$ cat src/rtl/thermo_conv_scheduler.sv
// thermo_conv_scheduler: converts a batch of thermometer words, one lane per cycle, into signed codes and their sum
module thermo_conv_scheduler #(
   parameter int N_LANES = 8,
   parameter int WIDTH   = 64,
   parameter int CODE_W  = $clog2(WIDTH) + 1,
   parameter int ACC_W   = CODE_W + $clog2(N_LANES)
) (
   input  logic                        clk,
   input  logic                        rst_n,
   input  logic                        flush,
   input  logic                        in_valid,
   output logic                        in_ready,
   input  logic [N_LANES*WIDTH-1:0]    in_data,
   output logic                        out_valid,
   input  logic                        out_ready,
   output logic [N_LANES*CODE_W-1:0]   out_lane_vals,
   output logic [N_LANES-1:0]          out_empty_mask,
   output logic [ACC_W-1:0]            out_sum,
   output logic                        busy
);
   localparam int CNT_W = N_LANES > 1 ? $clog2(N_LANES) : 1;
   localparam int IDX_W = CODE_W - 1;
   localparam logic signed [CODE_W-1:0] OFFSET = CODE_W'(2 ** (CODE_W - 2));

   typedef enum logic [1:0] {IDLE, CONV, DONE} state_t;

   state_t                      state, state_nxt;
   logic [N_LANES*WIDTH-1:0]    batch;
   logic [CNT_W-1:0]            lane_cnt;
   logic signed [ACC_W-1:0]     acc;
   logic [N_LANES-1:0]          mask;
   logic [N_LANES*CODE_W-1:0]   lane_vals;
   logic [WIDTH-1:0]            enc_word;
   logic [IDX_W-1:0]            enc_idx;
   logic                        enc_hit;
   logic signed [CODE_W-1:0]    enc_code;
   logic                        accept;
   logic                        last_lane;

   assign in_ready       = state == IDLE && !flush;
   assign accept         = in_valid && in_ready;
   assign last_lane      = lane_cnt == CNT_W'(N_LANES - 1);
   assign busy           = state != IDLE;
   assign out_valid      = state == DONE;
   assign out_lane_vals  = out_valid ? lane_vals : '0;
   assign out_empty_mask = out_valid ? mask : '0;
   assign out_sum        = out_valid ? acc : '0;

   // shared encoder: highest set bit of the current lane, idle (all zero) outside CONV
   always_comb begin
      enc_word = state == CONV ? batch[lane_cnt*WIDTH +: WIDTH] : '0;
      enc_idx  = '0;
      enc_hit  = 1'b0;
      for (int i = 0; i < WIDTH; i++)
         if (enc_word[i]) begin
            enc_idx = IDX_W'(i);
            enc_hit = 1'b1;
         end
      enc_code = enc_hit ? signed'({1'b0, enc_idx}) - OFFSET : '0;
   end

   // next state; flush overrides everything and forces IDLE
   always_comb begin
      state_nxt = flush         ? IDLE :
                  state == IDLE ? (in_valid ? CONV : IDLE) :
                  state == CONV ? (last_lane ? DONE : CONV) :
                                  (out_ready ? IDLE : DONE);
   end

   // state register
   always_ff @(posedge clk or negedge rst_n) begin
      if (!rst_n) state <= IDLE;
      else        state <= state_nxt;
   end

   // batch capture and per-lane accumulation of codes, mask and sum
   always_ff @(posedge clk or negedge rst_n) begin
      if (!rst_n) begin
         batch     <= '0;
         lane_cnt  <= '0;
         acc       <= '0;
         mask      <= '0;
         lane_vals <= '0;
      end else if (flush) begin
         lane_cnt  <= '0;
         acc       <= '0;
         mask      <= '0;
         lane_vals <= '0;
      end else if (accept) begin
         batch     <= in_data;
         lane_cnt  <= '0;
         acc       <= '0;
         mask      <= '0;
         lane_vals <= '0;
      end else if (state == CONV) begin
         lane_vals[lane_cnt*CODE_W +: CODE_W] <= enc_code;
         mask[lane_cnt]                       <= !enc_hit;
         acc                                  <= acc + ACC_W'(enc_code);
         lane_cnt                             <= lane_cnt + CNT_W'(1);
      end
   end
endmodule

$ cat config.mk
export PLATFORM = sky130hd
export DESIGN_NAME = thermo_conv_scheduler
export DESIGN_NICKNAME = d
export VERILOG_FILES = /design/src/rtl/thermo_conv_scheduler.sv
export SDC_FILE = /design/constraint.sdc
export NUM_CORES = 1
export LEC_CHECK = 0
export CORE_UTILIZATION = 40
export DETAILED_ROUTE_END_ITERATION = 8
export PLACE_DENSITY_LB_ADDON = 0.05
export SLEW_MARGIN = 5
export SYNTH_ARGS = -nofsm -noshare
export SYNTH_HDL_FRONTEND = slang
export SYNTH_SLANG_ARGS = --single-unit
$ cat constraint.sdc
create_clock -name clk -period 4.3 [get_ports clk]
set_input_delay 0.645 -clock clk [delete_from_list [all_inputs] [get_ports clk]]
set_output_delay 0.645 -clock clk [all_outputs]
set_load 0.01 [all_outputs]
==> impl_metrics.py <==
metrics = {
    "power": {
        "ir_drop_uv": 261,
        "p_seq_frac": 0.404,
        "power.share.combinational": 0.259,
        "p_switching_mw": 5.40,
        "p_clk_frac": 0.337,
        "p_leak_nw": 19.1,
        "p_int_mw": 12.1,
        "power_density_mw_per_mm2": 435,
        "swShare": 0.308,
    },
    "sta": {
        "slew_viol_final": 0,
        "tightest_slew_ps": 1290,
        "period_needed_ps": 4950,
        "fin_setup_tns_ps": -2140,
        "fin_ws_ps": -654,
        "finalCritPeriodShare": 1.15,
        "maxClockFrequency_mhz": 202,
        "rsz0062_at_grt": "true",
        "slew_headroom": 0.139,
        "setup_violations": 6,
        "clock_skew_ps": 16.4,
        "hold_viol": 0,
    },
    "finish": {
        "final_cells": 5065,
        "finalCoreUtilization": 0.564,
        "final_layout_size_suffix_gt1_frac": 0.147,
        "area.growth.synth_to_final_pct": 39.6,
        "fin_nets": 4597,
        "n_fill_cell": 6420,
    },
    "clocking": {
        "insertion_delay_ps": 600,
        "cts_tree": "built",
        "numCtsBuffers": 66,
        "htree_levels": 3,
        "cts.sinks": 583,
        "clkTransAtPathRegs_ps": 60,
        "cts-root-buf": "clkbuf_16",
        "cts.path.max_buffers": 3,
    },
    "synthesis": {
        "synth_warnings": 0,
        "synthCells": 3341,
        "syn_area_per_cell_um2": 8.65,
        "synthArstFlopShare": 1.00,
        "syn_area_mm2": 0.0289,
        "synth_most_common_cell": "nand2_1",
        "synth_edf_count": 0,
        "synth_area_leaders": "dfrtp_1 51%, nand2_1 21%, mux4_2 3.5%",
        "yosysUniqueCellTypes": 84,
        "ys_seq_elements": 583,
        "synth.top_cell.area_share": 0.505,
        "synth_ff_type": "dfrtp_1",
        "yosysTopAreaCell": "dfrtp_1",
        "synth.top_cells.by_count": "1,636 x nand2_1, 583 x dfrtp_1, 138 x clkbuf_1",
        "yosysSeqAreaShare": 0.505,
        "syn_nets": 3873,
    },
    "hold_path": {
        "hold_path_class": "in -> async",
    },
    "detailed_routing": {
        "ant_nets": 0,
        "vias": 26700,
        "routed_wl_um": 111000,
        "avgViaCountPerCell": 5.28,
        "wl_per_cell_um": 21.9,
        "drc_errors": 0,
        "first_iter_violations": 2421,
        "dr.pass1.iters": 5,
    },
    "global_route": {
        "grtUsageTotal": 0.300,
        "grt_pass1_vias": 27600,
        "grt_remaining_overflow": 0,
        "grt_pass1_wl_um": 167000,
        "grt_start_max_net_pins": 229,
        "antenna_found_initial": 2,
    },
    "placed_design": {
        "hpwlAfterDp_um": 82200,
        "place.gp.congestion": 0.927,
        "placed_cells": 4920,
        "portBuffers": 593,
        "place_worst_setup_slack_ps": -999,
    },
    "floorplanning": {
        "start_util": 0.404,
        "die_height_um": 271,
        "design.die.area_mm2": 0.0733,
        "rows": 98,
        "dieWidth_um": 271,
        "core_mm2": 0.0715,
        "boundaryPins": 594,
    },
    "critical_path": {
        "reg2reg_setup_slack_ps": -650,
        "critPathLaunchType": "flop",
        "worst-path-max-fanout": 10,
        "required_ps": 4810,
        "critPathKind": "reg -> reg",
        "crit_arrival_ps": 5470,
        "cp-end-kind": "flop",
    },
    "run_status": {
        "status": "finished with violations",
        "violations": "setup timing",
    },
    "run": {
        "drv_cap": 0,
    },
}
repair_timing:
item	CTS	global route
hold buffers	0	0
endpoints found under the setup margin	9	9
setup buffers	21	10
gates cloned	1	1
pin swaps	26	15
resized for setup	77	56
hold endpoints to repair	0	0
through the flow:
stage / area [um2] / total power [mW] / hold WS, ps
6_report: 40300 / 17.5 / 120
3_3_place_gp: 37300 / 11.3 / 451
3_5_place_dp: 37300 / 11.4 / 456
5_1_grt: 40300 / 18.3 / 187
2_1_floorplan: 28900 / 9.12 / 349
4_1_cts: 40000 / 17.5 / 152
cell families after synthesis:
family | Yosys count | share of synthesized area
adders and majority gates | 15 | 0.00676
buffers and inverters | 246 | 0.0405
and+or+nand+nor | 1992 | 0.291
DFF | 583 | 0.505
xor gates and xnor gates | 5 | 0.00152
AOI/OAI and AO/OA | 347 | 0.0820
muxes | 153 | 0.0735
cell type report:
| class | instances | area (um2) | share of cell area |
|---|---|---|---|
| Sequential cell | 583 | 14600 | 0.362 |
| Multi-Input combinational cell | 2512 | 13700 | 0.339 |
| Timing Repair Buffer | 882 | 8550 | 0.212 |
| Clock buffer | 89 | 1900 | 0.0471 |
| Tap cell | 950 | 1190 | 0.0295 |
| Clock inverter | 28 | 342 | 0.00847 |
| Inverter | 20 | 77.6 | 0.00192 |
| Antenna cell | 1 | 2.50 | 0.0000621 |
routing by layer:
metal  GRT usage  part of all wire
met3      0.0374             0.051
met2       0.511              0.49
met5           0           0.00017
met4      0.0955             0.033
met1       0.396              0.42
cell usage in the layout (no fill, tap or decap), types with 10 or more instances in the layout:
cell type        synthesis  final
nor3_1                  16     14
mux4_2                  45     45
and3_1                  11     10
nand3b_1                35     35
clkbuf_8                 0     14
clkbuf_16                0     68
nand2b_1                30     28
a22o_1                  14     14
nor2_1                  46     40
buf_4                   33    245
mux2_2                  23     22
a31oi_1                 24     21
dfrtp_1                583    580
a22oi_1                 10     10
ha_1                    14     10
o21ai_2                  1     10
clkinv_2                 0     13
or3b_2                  22     22
clkdlybuf4s50_1          0    592
and3b_1                 12     12
inv_1                   19     17
buf_6                   12     13
and2_1                  79     74
mux2i_1                 84     78
a221oi_1                22     14
nand2_1               1636   1634
o22ai_1                 22     21
o31ai_1                 22     17
o21ai_0                 66     54
nand3_1                 45     44
a21oi_1                 74     66
buf_12                   0     25
worst paths after layout:
kind | startpoint | to | cells past startpoint
worst min-delay path | rst_n | batch[505] | 1
max in group asynchronous | rst_n | batch[283] | 2
worst max-delay path | lane_cnt[2] | acc[9] | 18
worst max register to register | lane_cnt[2] | acc[9] | 18
min in group clk | batch[167] | batch[167] | 2
worst min register to register | batch[167] | batch[167] | 2
worst max-delay path: stages (launching register included):
cell and delay [ps]:
dfrtp_4 560, buf_8 190, nor2b_2 190, a221o_1 360, a221o_1 370, or4_4 500, buf_4 160, a2111oi_4 360
buf_4 180, and3_4 210, or2_2 140, inv_1 80, ha_2 340, nor3_1 60, o41a_1 460, or3_4 350
a21boi_1 160, a21oi_1 50, a31oi_1 140
state kept, by name, indices dropped and copies added, names as in the netlist:
signal,flops
acc,10
batch,512
lane_cnt,3
lane_vals,48
mask,8
state,2
power groups by stage:
| stage | Clock, mW | Sequential, mW | Combinational (mW) |
|---|---|---|---|
| after CTS | 5.99 | 7.06 | 4.41 |
| after detailed placement | 0 | 7.15 | 4.21 |
| after global placement | 0 | 7.12 | 4.14 |
| final | 5.91 | 7.07 | 4.54 |
| after global routing | 6.19 | 7.17 | 4.96 |
| after floorplan | 0 | 6.87 | 2.25 |
Note: power is estimated with default switching activity, not from simulation.
